--- src/rtl/plab4_net_ring_endpoint_pkg.sv ---
// Shared helpers for the ring endpoint: network message geometry.
// Layout msb->lsb is dest[s], src[s], opaque[o], payload[p].
package plab4_net_ring_endpoint_pkg;

  function automatic int net_msg_nbits(input int p, input int o, input int s);
    return 2 * s + o + p;
  endfunction

  function automatic int net_rx_nbits(input int p, input int o, input int s);
    return s + o + p;
  endfunction

endpackage

--- src/rtl/plab4_net_ring_endpoint_queue.sv ---
// Two-entry normal queue: enqueue-to-head latency of one cycle, no
// combinational paths from enq to deq or from deq_rdy to enq_rdy.
module plab4_net_ring_endpoint_queue #(
  parameter int WIDTH = 8
) (
  input  logic             clk,
  input  logic             reset,
  input  logic             enq_val,
  output logic             enq_rdy,
  input  logic [WIDTH-1:0] enq_msg,
  output logic             deq_val,
  input  logic             deq_rdy,
  output logic [WIDTH-1:0] deq_msg
);

  logic             head_q, head_d;
  logic [1:0]       cnt_q, cnt_d;
  logic [WIDTH-1:0] mem_q [2];
  logic [WIDTH-1:0] mem_d [2];
  logic             enq_fire, deq_fire, tail;

  assign enq_rdy  = (cnt_q != 2'd2);
  assign deq_val  = (cnt_q != 2'd0);
  assign deq_msg  = mem_q[head_q];
  assign enq_fire = enq_val & enq_rdy;
  assign deq_fire = deq_val & deq_rdy;
  assign tail     = head_q ^ cnt_q[0];

  always_comb begin
    mem_d  = mem_q;
    head_d = head_q;
    cnt_d  = cnt_q + 2'(enq_fire) - 2'(deq_fire);
    if (enq_fire) mem_d[tail] = enq_msg;
    if (deq_fire) head_d = ~head_q;
  end

  always_ff @(posedge clk) begin
    if (reset) begin
      head_q <= 1'b0;
      cnt_q  <= 2'd0;
    end else begin
      head_q <= head_d;
      cnt_q  <= cnt_d;
    end
  end

  // Storage carries no reset; occupancy alone decides what is valid.
  always_ff @(posedge clk) begin
    mem_q <= mem_d;
  end

endmodule

--- src/rtl/plab4_net_ring_endpoint.sv ---
// Ring network endpoint: packs client sends into tagged messages for the
// ring port and unpacks ejected messages addressed here for the client.
module plab4_net_ring_endpoint
  import plab4_net_ring_endpoint_pkg::*;
#(
  parameter int p_payload_nbits = 32,
  parameter int p_opaque_nbits  = 3,
  parameter int p_srcdest_nbits = 3,
  parameter int p_router_id     = 0,
  parameter int p_num_ports     = 8,
  parameter int c_net_msg_nbits = net_msg_nbits(p_payload_nbits, p_opaque_nbits, p_srcdest_nbits)
) (
  input  logic                       clk,
  input  logic                       reset,
  input  logic                       send_val,
  output logic                       send_rdy,
  input  logic [p_srcdest_nbits-1:0] send_dest,
  input  logic [p_payload_nbits-1:0] send_payload,
  output logic                       inj_val,
  input  logic                       inj_rdy,
  output logic [c_net_msg_nbits-1:0] inj_msg,
  input  logic                       ej_val,
  output logic                       ej_rdy,
  input  logic [c_net_msg_nbits-1:0] ej_msg,
  output logic                       recv_val,
  input  logic                       recv_rdy,
  output logic [p_srcdest_nbits-1:0] recv_src,
  output logic [p_opaque_nbits-1:0]  recv_opaque,
  output logic [p_payload_nbits-1:0] recv_payload,
  output logic [15:0]                tx_count,
  output logic [15:0]                rx_count,
  output logic                       err_bad_dest,
  output logic                       err_misroute
);

  localparam int P = p_payload_nbits;
  localparam int O = p_opaque_nbits;
  localparam int S = p_srcdest_nbits;
  localparam int M = c_net_msg_nbits;
  localparam int R = net_rx_nbits(P, O, S);
  localparam logic [S-1:0] ROUTER_ID = S'(p_router_id);
  localparam logic [S:0]   NUM_PORTS = (S+1)'(p_num_ports);

  logic [O-1:0] tag_q, tag_d;
  logic [15:0]  tx_count_q, tx_count_d, rx_count_q, rx_count_d;
  logic         err_bad_dest_q, err_bad_dest_d, err_misroute_q, err_misroute_d;

  logic         tx_enq_val, tx_enq_rdy, tx_deq_val, tx_deq_rdy;
  logic [M-1:0] tx_enq_msg, tx_deq_msg;
  logic         rx_enq_val, rx_enq_rdy, rx_deq_val, rx_deq_rdy;
  logic [R-1:0] rx_deq_msg;
  logic         send_fire, send_dest_ok, inj_fire, ej_fire, ej_for_us;
  logic [S-1:0] ej_dest;

  // Ready/valid outputs are held low while reset is asserted.
  assign send_rdy     = tx_enq_rdy & ~reset;
  assign send_fire    = send_val & send_rdy;
  assign send_dest_ok = ({1'b0, send_dest} < NUM_PORTS);
  assign tx_enq_val   = send_fire & send_dest_ok;
  assign tx_enq_msg   = {send_dest, ROUTER_ID, tag_q, send_payload};

  assign inj_val      = tx_deq_val & ~reset;
  assign inj_msg      = tx_deq_msg;
  assign tx_deq_rdy   = inj_rdy & ~reset;
  assign inj_fire     = inj_val & inj_rdy;

  assign ej_rdy       = rx_enq_rdy & ~reset;
  assign ej_fire      = ej_val & ej_rdy;
  assign ej_dest      = ej_msg[M-1 -: S];
  assign ej_for_us    = (ej_dest == ROUTER_ID);
  assign rx_enq_val   = ej_fire & ej_for_us;

  assign recv_val     = rx_deq_val & ~reset;
  assign rx_deq_rdy   = recv_rdy & ~reset;
  assign recv_src     = rx_deq_msg[R-1 -: S];
  assign recv_opaque  = rx_deq_msg[P+O-1 -: O];
  assign recv_payload = rx_deq_msg[P-1:0];

  assign tx_count     = tx_count_q;
  assign rx_count     = rx_count_q;
  assign err_bad_dest = err_bad_dest_q;
  assign err_misroute = err_misroute_q;

  plab4_net_ring_endpoint_queue #(.WIDTH(M)) tx_queue (
    .clk     (clk),
    .reset   (reset),
    .enq_val (tx_enq_val),
    .enq_rdy (tx_enq_rdy),
    .enq_msg (tx_enq_msg),
    .deq_val (tx_deq_val),
    .deq_rdy (tx_deq_rdy),
    .deq_msg (tx_deq_msg)
  );

  // Destination field is stripped; only src/opaque/payload are buffered.
  plab4_net_ring_endpoint_queue #(.WIDTH(R)) rx_queue (
    .clk     (clk),
    .reset   (reset),
    .enq_val (rx_enq_val),
    .enq_rdy (rx_enq_rdy),
    .enq_msg (ej_msg[R-1:0]),
    .deq_val (rx_deq_val),
    .deq_rdy (rx_deq_rdy),
    .deq_msg (rx_deq_msg)
  );

  always_comb begin
    tag_d          = tag_q;
    tx_count_d     = tx_count_q;
    rx_count_d     = rx_count_q;
    err_bad_dest_d = err_bad_dest_q;
    err_misroute_d = err_misroute_q;
    if (tx_enq_val)              tag_d          = tag_q + 1'b1;
    if (send_fire & ~send_dest_ok) err_bad_dest_d = 1'b1;
    if (inj_fire)                tx_count_d     = tx_count_q + 16'd1;
    if (rx_enq_val)              rx_count_d     = rx_count_q + 16'd1;
    if (ej_fire & ~ej_for_us)    err_misroute_d = 1'b1;
  end

  always_ff @(posedge clk) begin
    if (reset) begin
      tag_q          <= '0;
      tx_count_q     <= '0;
      rx_count_q     <= '0;
      err_bad_dest_q <= 1'b0;
      err_misroute_q <= 1'b0;
    end else begin
      tag_q          <= tag_d;
      tx_count_q     <= tx_count_d;
      rx_count_q     <= rx_count_d;
      err_bad_dest_q <= err_bad_dest_d;
      err_misroute_q <= err_misroute_d;
    end
  end

endmodule

--- config.mk ---
export PLATFORM = sky130hd
export DESIGN_NAME = plab4_net_ring_endpoint
export DESIGN_NICKNAME = d
export VERILOG_FILES = /design/src/rtl/plab4_net_ring_endpoint_pkg.sv /design/src/rtl/plab4_net_ring_endpoint_queue.sv /design/src/rtl/plab4_net_ring_endpoint.sv
export SDC_FILE = /design/constraint.sdc
export NUM_CORES = 1
export LEC_CHECK = 0
export BUFFER_PORTS_ARGS = -buffer_cell sky130_fd_sc_hd__buf_4
export CAP_MARGIN = 20
export CORE_ASPECT_RATIO = 1.2
export CORE_MARGIN = 4
export CORE_UTILIZATION = 32
export CTS_BUF_LIST = sky130_fd_sc_hd__clkbuf_8 sky130_fd_sc_hd__clkbuf_16
export DETAILED_ROUTE_END_ITERATION = 12
export PLACE_DENSITY = 0.58
export SLEW_MARGIN = 20
export SYNTH_ARGS = -nofsm -noshare
export SYNTH_HDL_FRONTEND = slang
export SYNTH_HIERARCHICAL = 1
export SYNTH_SLANG_ARGS = --single-unit
--- constraint.sdc ---
create_clock -name clk -period 6.4 [get_ports clk]
set_clock_uncertainty 0.05 [all_clocks]
set_input_delay 0.64 -clock clk [delete_from_list [all_inputs] [get_ports clk]]
set_output_delay 0.64 -clock clk [all_outputs]
set_load 0.01 [all_outputs]
# Word-level counts from Yosys, hierarchy flattened
# Index checks and enable logic that the tools add are counted.
[word_totals]
regBits = 200
out_inout_bits = 117
elab_cells = 69
[op_classes]
addsub = 7
order_cmp = 6
n_eq_ne = 2
n_mux = 12
n_bitwise = 25
n_reduce_logical = 5
[ops]
columns = ["cell", "count"]
rows = [
  ["$mux 41", 4],
  ["$mux 38", 4],
  ["$bwmux 82", 1],
  ["$bwmux 76", 1],
  ["$demux 41 s1", 1],
  ["$demux 38 s1", 1],
  ["$add 16x1->16 const B", 2],
  ["$and 1x1->1", 15],
  ["$ge 2x2->1 const B", 4],
  ["$not 1->2", 4],
  ["$add 2x1->2", 2],
  ["$lt 2x1->1 const B", 2],
  ["$ne 2x2->1 const B", 2],
  ["$not 1->1", 4],
  ["$reduce_bool 2->1", 2],
  ["$sub 2x1->2", 2],
  ["$add 3x1->3 const B", 1],
  ["$logic_not 3->1", 1],
  ["$logic_and 1x1->1", 2],
  ["$xor 1x1->1", 2],
]

# Logic depth before layout (Yosys ltp)
# Gate-level depths: netlist of the first run.
[logic_depth]
depth_word = 7
mapped_depth = 9

# Hierarchy
# The synthesis of the first run kept the hierarchy.
[by_module_without_submodules]
columns = ["module", "n_inst", "cells_each", "area_each_um2"]
rows = [
  ["plab4_net_ring_endpoint_queue (tx_queue)", 1, 150, 3204.3],
  ["plab4_net_ring_endpoint_queue (rx_queue)", 1, 142, 2972.9],
  ["plab4_net_ring_endpoint", 1, 204, 1719.1],
]

# Worst setup path after synthesis of the first run
# OpenSTA, ideal clock, no wires.
[synth_timing]
kind = "input-to-reg"
start = "in reset"
end = "reg tx_queue/mem_q[41] (netlist name), enable pin"
setup_time_ns = 0.502
arrival_ns = 4.235
t_required_ns = 5.848
slack_ns = 1.613
path_stages = 4
n_path_buf = 2
cell_sequence = "clkbuf_8 and3b_1 clkbuf_1 a21boi_0"
[synth_via]
elab_chain_cells = 4
[synth_rtl]
columns = ["item", "line_no", "rtl"]
rows = [
  ["start: declaration", "plab4_net_ring_endpoint.sv:14", "input logic reset,"],
  ["$not 1->1", "plab4_net_ring_endpoint.sv:56", "assign send_rdy = tx_enq_rdy & ~reset;"],
  ["$and 1x1->1", "plab4_net_ring_endpoint.sv:56", ""],
  ["$and 1x1->1", "plab4_net_ring_endpoint.sv:57", "assign send_fire = send_val & send_rdy;"],
  ["net send_fire", "plab4_net_ring_endpoint.sv:52", "logic send_fire, send_dest_ok, inj_fire, ej_fire, ej_for_us;"],
  ["$and 1x1->1", "plab4_net_ring_endpoint_queue.sv:25", "assign enq_fire = enq_val & enq_rdy;"],
  ["end signal: assignment", "plab4_net_ring_endpoint_queue.sv:49", "mem_q <= mem_d;"],
  ["end: declaration", "plab4_net_ring_endpoint_queue.sv:18", "logic [WIDTH-1:0] mem_q [2];"],
]
# The timed path passes the listed nets, and every way through them passes these cells.
# A chain may end at the register's enable or synchronous reset.

# Worst setup path in the final report of the first run
[layout_timing]
start = "reg rx_queue.head_q"
end = "out recv_payload[20]"
[layout_via]
elab_chain_cells = 4
[layout_rtl]
columns = ["item", "line_no", "rtl"]
rows = [
  ["start: declaration", "plab4_net_ring_endpoint_queue.sv:16", "logic head_q, head_d;"],
  ["start signal: assignment", "plab4_net_ring_endpoint_queue.sv:39", "head_q <= 1'b0;"],
  ["start signal: assignment", "plab4_net_ring_endpoint_queue.sv:42", "head_q <= head_d;"],
  ["$not 1->2 (implied by the code)", "plab4_net_ring_endpoint_queue.sv:24", "assign deq_msg = mem_q[head_q];"],
  ["$mux 38 (implied by the code) (3 in series)", "plab4_net_ring_endpoint_queue.sv:24", ""],
  ["end: declaration", "plab4_net_ring_endpoint.sv:29", "output logic [p_payload_nbits-1:0] recv_payload,"],
]
# No other way between the ends. The select of a mux whose other input is x is not followed.

==> impl_metrics.ini, run 1 <==
[drt]
route.met2.wl_um = 8146
vias = 4761
drtIter0Drc = 244
first_pass_iters = 4
met1_length_um = 6439
avgViaCountPerCell = 4.613
wirelength_um = 16500
ant_nets = 0
wl_per_cell_um = 15.99
top_layer = met4
met3_length_um = 1649
drc = 0

[floorplan]
core_area_um2 = 24130
pin_count = 199
placementRows = 62
dieHeight_um = 180.1
die_area_um2 = 27260
die_x_um = 151.4
start_util = 0.3273

[grt]
grt_max_degree = 58
antenna_found_initial = 0
grt_pass1_vias = 5116
grt_first_pass_wirelength_um = 26070
overflow = 0
track_usage = 0.1204

[final_layout]
multiInputGateArea_um2 = 2156
register_area_um2 = 5590
n_fill_cell = 2181
diodes = 0
synthToLayoutAreaGrowth_pct = 30.58
layout-drive-gt1-share = 0.4607
final_cells = 1032
layout.nets = 788

[synth]
synth.distinct_cells = 47
async_flop_share = 0
synth.top_cells.by_area = edfxtp_1 (60%), mux2_2 (11%), dfxtp_1 (11%)
synth-edff-count = 158
yosysMostFrequentCell = edfxtp_1
yosysTopAreaCell = edfxtp_1
postSynthCellCount = 496
synth_seq_area_share = 0.7073
syn_area_um2 = 7896
netlist.area_leader.share = 0.6009
yosys_warnings = 6
ys.flop_type = edfxtp_1
synth-seq-cells = 200
synth_commonest_cells = edfxtp_1 (158), mux2_2 (78), dfxtp_1 (42)
syn_area_per_cell_um2 = 15.92

[cts]
cts_buffer_depth = 2
cts_hold_buf = 0
worstSkewPairLatency_ns = 0.42
postCtsSetupBuffers = 0
cts_max_level = 4
cts_tree = yes
cts_made_buffers = 17
clk_pin_slew_ns = 0.08
cts.repair.resized = 0
clockRootBuffer = clkbuf_16
cts.sinks = 200

[worst_setup_path]
crit_chain = mux2_2 > buf_4
regToRegSetupSlack_ns = 3.90
required_ns = 5.71
crit_path_max_incr_delay_ns = 1.00
r2r_cells = 3
start_kind = flip-flop
crit_type = flip-flop to output pin
rr_startpoint = rx_queue/head_q
crit_path_end_kind = output pin
r2r-end = rx_queue/mem_q[33]
critPathSlowestCell = dfxtp_2
crit_arrival_ns = 2.03
cp_max_fo = 44

[sta]
hold_viol = 0
min_period_ns = 2.725
setup_viol = 0
slew_viol_final = 0
tightest_slew_ns = 1.013
min_period_over_period = 0.4257
tns_ns = 0
fmax_mhz = 367.0
rsz0062_at_grt = no
relSlewSlack = 0.3246

[placed_design]
globalplace.congestion = 0.7717
placed_cells = 1000
dp_hpwl_um = 11390
io_buffers = 197

[run_status]
status = finished clean

[pwr]
vdd_ir_drop_max_mv = 0.1706
power_density_nw_per_um2 = 290.8
p_leak_nw = 3.744

[min_path]
hold_path_class = input port to flip-flop
worstHoldEndpoint = rx_queue/mem_q[41]
hold_path_depth = 1
worstHoldStart = ej_msg[3]

[flow_run]
max_cap_violations = 0
[worst max path at each step]
stage / to / slack [ns] / start / depth (start not counted)
5_1_grt: recv_payload[31] / 3.53 / rx_queue/head_q / 2
4_1_cts: inj_msg[19] / 3.52 / tx_queue/head_q / 2
3_5_place_dp: tx_queue/mem_q[15] / 3.61 / reset / 3
2_1_floorplan: tx_queue/mem_q[41] / 1.61 / reset / 4
3_3_place_gp: rx_queue/mem_q[33] / 3.71 / reset / 6
6_report: recv_payload[20] / 3.68 / rx_queue/head_q / 2
[cells by family after synthesis]
| group | after synthesis | synth area share |
|---|---|---|
| xor gates and xnor gates | 19 | 0.02456 |
| buffers and inverters | 32 | 0.02725 |
| AOI/OAI and AO/OA | 39 | 0.02868 |
| other | 1 | 0.0004749 |
| muxes | 82 | 0.1188 |
| and+or+nand+nor | 116 | 0.08176 |
| adders and majority gates | 7 | 0.01109 |
| DFF | 200 | 0.7073 |
[routing by layer]
metal / GRT usage / vias up
li1: - / 2256
met1: 0.1334 / 2319
met2: 0.2048 / 165
met3: 0.05233 / 21
met4: 0.04136 / 0
met5: 0 / -
[flip-flops by register name, indices dropped and copies added, names as in the netlist]
| signal | flops |
|---|---|
| tx_queue/head_q | 1 |
| err_misroute | 1 |
| rx_queue/head_q | 1 |
| tag_q | 3 |
| rx_count | 16 |
| tx_queue/cnt_q | 2 |
| rx_queue/mem_q | 76 |
| tx_queue/mem_q | 82 |
| tx_count | 16 |
| rx_queue/cnt_q | 2 |
[layout make-up]
type	instances	area share
clock buffer	17	0.04126
clock inverter	15	0.01942
inverter	10	0.003640
multi-input combinational	270	0.2091
sequential	200	0.5422
tap	320	0.03883
timing repair buffer	200	0.1456
[report_power, final]
part	internal (mW)	switching, mW
clock	0.601	0.524
combinational	0.189	0.159
sequential	1.48	0.0422
[worst max-delay path, delay by kind of cell, from the launching register on]
kind	cells	cell delay, ns
DFF	1	1.00
muxes	1	0.44
buffers and inverters	1	0.15
[per-stage QoR]
| stage | hold slack (ns) | util | setup slack (ns) | cell area [µm²] | power [mW] |
|---|---|---|---|---|---|
| 2_1_floorplan | 0.3953 | - | 1.613 | 7919 | 1.738 |
| 3_3_place_gp | 0.4124 | 0.4011 | 3.706 | 9677 | 1.900 |
| 3_5_place_dp | 0.4209 | 0.4011 | 3.615 | 9677 | 1.912 |
| 4_1_cts | 0.3184 | 0.4270 | 3.519 | 10300 | 3.044 |
| 5_1_grt | 0.3117 | 0.4274 | 3.529 | 10310 | 3.137 |
| 6_report | 0.3459 | 0.4274 | 3.675 | 10310 | 2.999 |
[placed cells by master (no fill, tap or decap), drive strengths merged, types with 5 or more instances in the layout]
master	count
a21oi	18
buf	200
clkbuf	17
conb	7
dfxtp	42
edfxtp	158
ha	7
inv	18
mux2	82
nand2	14
nand2b	5
nand3	13
nand4	5
nor2	23
nor2b	14
nor3	5
o21ai	10
or2	6
or3	12
or4	6
xnor2	11
xor2	6
No activity file was read; power rests on OpenSTA's default activity.
==> inputs of run 2 (changes only) <==
- ABC_AREA: unset -> 1
- PLACE_DENSITY: 0.58 -> 0.57
- clock period: 6.4 -> 2.9 ns (I/O delays scaled with it)
==> run 2 against run 1 <==
Utilization up 2.0 points. Die area up 5.5%. Via count up 11%. Sequential cell count did not move. Highest routed layer unchanged. Critical path depth grew 1.
==> impl_metrics.ini, run 2 <==
[run_status]
status = finished clean

[worst_setup_path]
cp_max_fo = 43
crit_path_end_kind = output pin
start_kind = flip-flop
r2r_cells = 7
crit_arrival_ns = 1.98
required_ns = 2.56
crit_type = flip-flop to output pin

[sta]
min_period_over_period = 0.7999
rsz0062_at_grt = no
min_period_ns = 2.320
setup_viol = 0
slew_viol_final = 0
relSlewSlack = 0.4714
tns_ns = 0
setup_ws_ns = 0.5804
tightest_slew_ns = 0.7929
hold_viol = 0
fmax_mhz = 431.1

[synth]
postSynthCellCount = 587
syn_area_per_cell_um2 = 14.23
synth.top_cells.by_area = edfxtp_1 (57%), mux2_4 (14%), dfxtp_1 (10%)
synth-seq-cells = 200
yosysTopAreaCell = edfxtp_1
yosysMostFrequentCell = edfxtp_1
synth.distinct_cells = 34
async_flop_share = 0
synth_seq_area_share = 0.6686
yosys_warnings = 6
syn_area_um2 = 8354
synth_mux_area_frac = 0.1406
netlist.area_leader.share = 0.5679
synthXorXnorAreaFrac = 0.006290
synthAdderAreaFrac = 0.01048
synth-edff-count = 158
yosys.area_share.simple = 0.1011
synth_compound_gate_area_share = 0.02127
synth_top_family_by_area = multiplexers
ys.flop_type = edfxtp_1
synth_commonest_cells = edfxtp_1 (158), nor2_1 (77), mux2_4 (76)

[grt]
overflow = 0
grt_max_degree = 44
antenna_found_initial = 0
grt_first_pass_wirelength_um = 27080
grt_pass1_vias = 5403
track_usage = 0.1196

[drt]
first_pass_iters = 4
drtIter0Drc = 199
avgViaCountPerCell = 4.331
ant_nets = 0
wl_per_cell_um = 14.36
wirelength_um = 17460
drc = 0
vias = 5266

[floorplan]
dieHeight_um = 185
die_x_um = 155.5
die_area_um2 = 28770
core_area_um2 = 25620
start_util = 0.3260
placementRows = 64
pin_count = 199

[cts]
cts_max_level = 4
worstSkewPairLatency_ns = 0.42
clockRootBuffer = clkbuf_16
cts.repair.resized = 0
cts_made_buffers = 17
postCtsSetupBuffers = 0
cts_buffer_depth = 2
cts.sinks = 200
clk_pin_slew_ns = 0.07
cts_hold_buf = 73
cts_tree = yes

[placed_design]
detailedPlace.worstSlack_ns = 0.6414
dp_hpwl_um = 12000
placed_cells = 1111
globalplace.congestion = 0.7961
io_buffers = 197

[final_layout]
largest_reg_flops = 82
layout.nets = 962
synthToLayoutAreaGrowth_pct = 37.29
layout-drive-gt1-share = 0.3691
final_cell_mix = buf_4 (203), edfxtp_1 (158), mux2_4 (76)
utilization = 0.4476
largestRegisters = tx_queue/mem_q x82, rx_queue/mem_q x76
top_register = tx_queue/mem_q
final_cells = 1216
diodes = 0
layout_commonest_cell = buf_4
n_fill_cell = 2318

[pwr]
power_density_nw_per_um2 = 558.5
p_leak_nw = 4.553
vdd_ir_drop_max_mv = 0.3656

[min_path]
hold_path_depth = 3
hold_path_class = input port to flip-flop

[flow_run]
max_cap_violations = 0
-- run 2: worst max-delay path, cell delays in order (launching register included) --
cell and delay [ns]:
dfxtp_2 0.34, buf_4 0.61, mux2_2 0.41, buf_4 0.15
-- run 2: cell type report --
| cell class | count | area (µm²) | area share |
|---|---|---|---|
| clock buffer | 17 | 425.4 | 0.03709 |
| inverter | 56 | 211.5 | 0.01844 |
| tap | 330 | 412.9 | 0.03600 |
| clock inverter | 15 | 163.9 | 0.01429 |
| multi-input combinational | 321 | 2394 | 0.2087 |
| timing repair buffer | 277 | 2275 | 0.1983 |
| sequential | 200 | 5588 | 0.4872 |
-- run 2: report_power, final --
group	switching, mW	total, mW	internal (mW)
Sequential	0.0384	3.28	3.24
Clock	1.15	2.32	1.17
Combinational	0.365	0.811	0.446
Total	1.56	6.41	4.85
-- run 2: final timing paths --
kind,slack (ns),end,start
hold reg to reg,0.44,tag_q[2],tag_q[2]
setup / recovery,0.58,inj_msg[40],tx_queue/head_q
hold / removal,0.11,err_misroute,ej_val
setup reg to reg,0.67,rx_queue/mem_q[7],rx_queue/cnt_q[0]
-- run 2: per-stage QoR --
| step | power [mW] | area, µm² | hold WS, ns |
|---|---|---|---|
| 2_1_floorplan | 3.758 | 8387 | 0.3112 |
| 3_3_place_gp | 4.076 | 10150 | 0.4010 |
| 3_5_place_dp | 4.085 | 10150 | 0.4197 |
| 4_1_cts | 6.509 | 11470 | 0.09133 |
| 5_1_grt | 6.698 | 11470 | 0.08905 |
| 6_report | 6.406 | 11470 | 0.1063 |
-- run 2: cell families (layout without fill, tap and decap cells) --
logic type,Yosys count,after routing
AOI/OAI and AO/OA,31,31
xor gates and xnor gates,6,6
adders and majority gates,7,7
buffers and inverters,72,365
DFF,200,200
muxes,79,79
other,1,7
and+or+nand+nor,191,191
-- run 2: layer usage --
metal,vias up,wire (µm),track usage
li1,2613,-,-
met1,2500,7019,0.1356
met2,131,9398,0.2203
met3,22,717,0.02688
met4,0,325,0.04238
met5,-,0,0
==> inputs of run 3 (changes only) <==
- clock period: 2.9 -> 2.33 ns (I/O delays scaled with it)
==> run 3 against run 2 <==
Clock power increased by 25%. Final area increased by 0.57%. Worst setup slack got worse by 0.31 ns. Routed wire length increased by 0.70%. First-iteration DRC count increased by 2.0%. Highest routed layer unchanged.
==> impl_metrics.ini, run 3 (synthesis gave the netlist of run 2 again) <==
[cts]
cts_buffer_depth = 2
cts_tree = yes
cts.sinks = 200
clockRootBuffer = clkbuf_16
postCtsSetupBuffers = 0
cts_max_level = 4
clk_pin_slew_ns = 0.08
cts_made_buffers = 17
worstSkewPairLatency_ns = 0.44

[placed_design]
dp_hpwl_um = 11780
globalplace.congestion = 0.7907
io_buffers = 197
placed_area_um2 = 10230
placed_cells = 1113

[worst_setup_path]
path_delay_family = simple AND/OR/NAND/NOR gates
path_buf_inv = 5
cp_max_fo = 4
crit_path_max_incr_delay_ns = 0.38
crit_type = flip-flop to flip-flop
crit_chain = inv_1 > nand2_1 > inv_1 > nor2_1 > nand2_1 > inv_1 > nand2_1 > ha_1 > inv_1 > ha_1 > inv_1 > nand2_1 > a21oi_1 > nor2_1
crit_arrival_ns = 2.34
cpMostUsedCell = inv_1
required_ns = 2.62
start_kind = flip-flop
critPathSlowestCell = dfxtp_1
crit_path_end_kind = flip-flop

[grt]
grt_first_pass_wirelength_um = 27210
overflow = 0
grt_max_degree = 42
antenna_found_initial = 0
track_usage = 0.1214
grt_pass1_vias = 5311

[pwr]
power_density_nw_per_um2 = 693.6
p_leak_nw = 4.566
vdd_ir_drop_max_mv = 0.4914

[final_layout]
layout.nets = 964
layout-drive-gt1-share = 0.3682
n_fill_cell = 2313
top_register = tx_queue/mem_q
layout_commonest_cell = buf_4
largestRegisters = tx_queue/mem_q x82, rx_queue/mem_q x76
final_cells = 1218
final_area_um2 = 11530
final_cell_mix = buf_4 (200), edfxtp_1 (158), mux2_4 (76)
utilization = 0.4501
largest_reg_flops = 82
diodes = 0
synthToLayoutAreaGrowth_pct = 38.07

[floorplan]
dieHeight_um = 185
die_area_um2 = 28770
pin_count = 199
die_x_um = 155.5
core_area_um2 = 25620
placementRows = 64
start_util = 0.3260

[drt]
wl_per_cell_um = 14.44
drtIter0Drc = 203
vias = 5291
wirelength_um = 17580
drc = 0
ant_nets = 0
avgViaCountPerCell = 4.344
first_pass_iters = 6

[sta]
rsz0062_at_grt = no
hold_viol = 0
min_period_ns = 2.056
slew_viol_final = 0
min_period_over_period = 0.8824
setup_viol = 0
fmax_mhz = 486.4

[run_status]
status = finished clean

[flow_run]
max_cap_violations = 0

[min_path]
hold_path_class = input port to flip-flop
==> run 3: power by group <==
group / switching (mW) / internal [mW]
clock: 1.31 / 1.58
combinational: 0.456 / 0.574
sequential: 0.0486 / 4.03
total: 1.81 / 6.19
==> run 3: final cells by class <==
type / instances / area [µm²] / area share
timing repair buffer: 279 / 2352 / 0.2039
tap: 330 / 412.9 / 0.03580
clock buffer: 17 / 425.4 / 0.03688
inverter: 56 / 211.5 / 0.01833
clock inverter: 15 / 151.4 / 0.01313
multi-input combinational: 321 / 2394 / 0.2075
sequential: 200 / 5588 / 0.4844
==> run 3: path summary, 6_finish.rpt <==
kind | startpoint | endpoint | slack [ns] | depth (start not counted)
min reg2reg | tag_q[2] | tag_q[2] | 0.43 | 1
min | ej_val | err_misroute | 0.03 | 3
max reg2reg | tx_queue/cnt_q[0] | tx_queue/cnt_q[1] | 0.27 | 14
max | tx_queue/cnt_q[0] | tx_queue/cnt_q[1] | 0.27 | 14
==> run 3: worst min-delay path, stage by stage <==
cell and delay (ns):
buf_4 0.10, a31oi_1 0.08, nor2_1 0.07
==> run 3: timing repair <==
action / 4_1_cts / 5_1_grt
setup endpoints to repair: 0 / 0
resized for setup: 0 / 0
hold endpoints to repair: 146 / 0
hold buffers: 73 / 0
==> run 3: per-layer routing <==
metal	part of all wire	vias to the layer above	track usage	routed length [µm]
li1	-	2619	-	-
met1	0.41	2507	0.1406	7171
met2	0.52	142	0.2158	9192
met3	0.050	23	0.03248	886
met4	0.019	0	0.04413	333
met5	0	-	0	0
==> run 3: metrics by stage <==
step           setup WS (ns)  TNS [ns]  total power [mW]  hold slack (ns)
5_1_grt              0.05972         0             8.354          0.05597
6_report              0.2740         0             8.001          0.02967
4_1_cts               0.2659         0             8.127         0.002187
3_5_place_dp          0.2743         0             5.106           0.3705
3_3_place_gp          0.3251         0             5.096           0.3684
2_1_floorplan        -0.2844    -23.25             4.679           0.2542
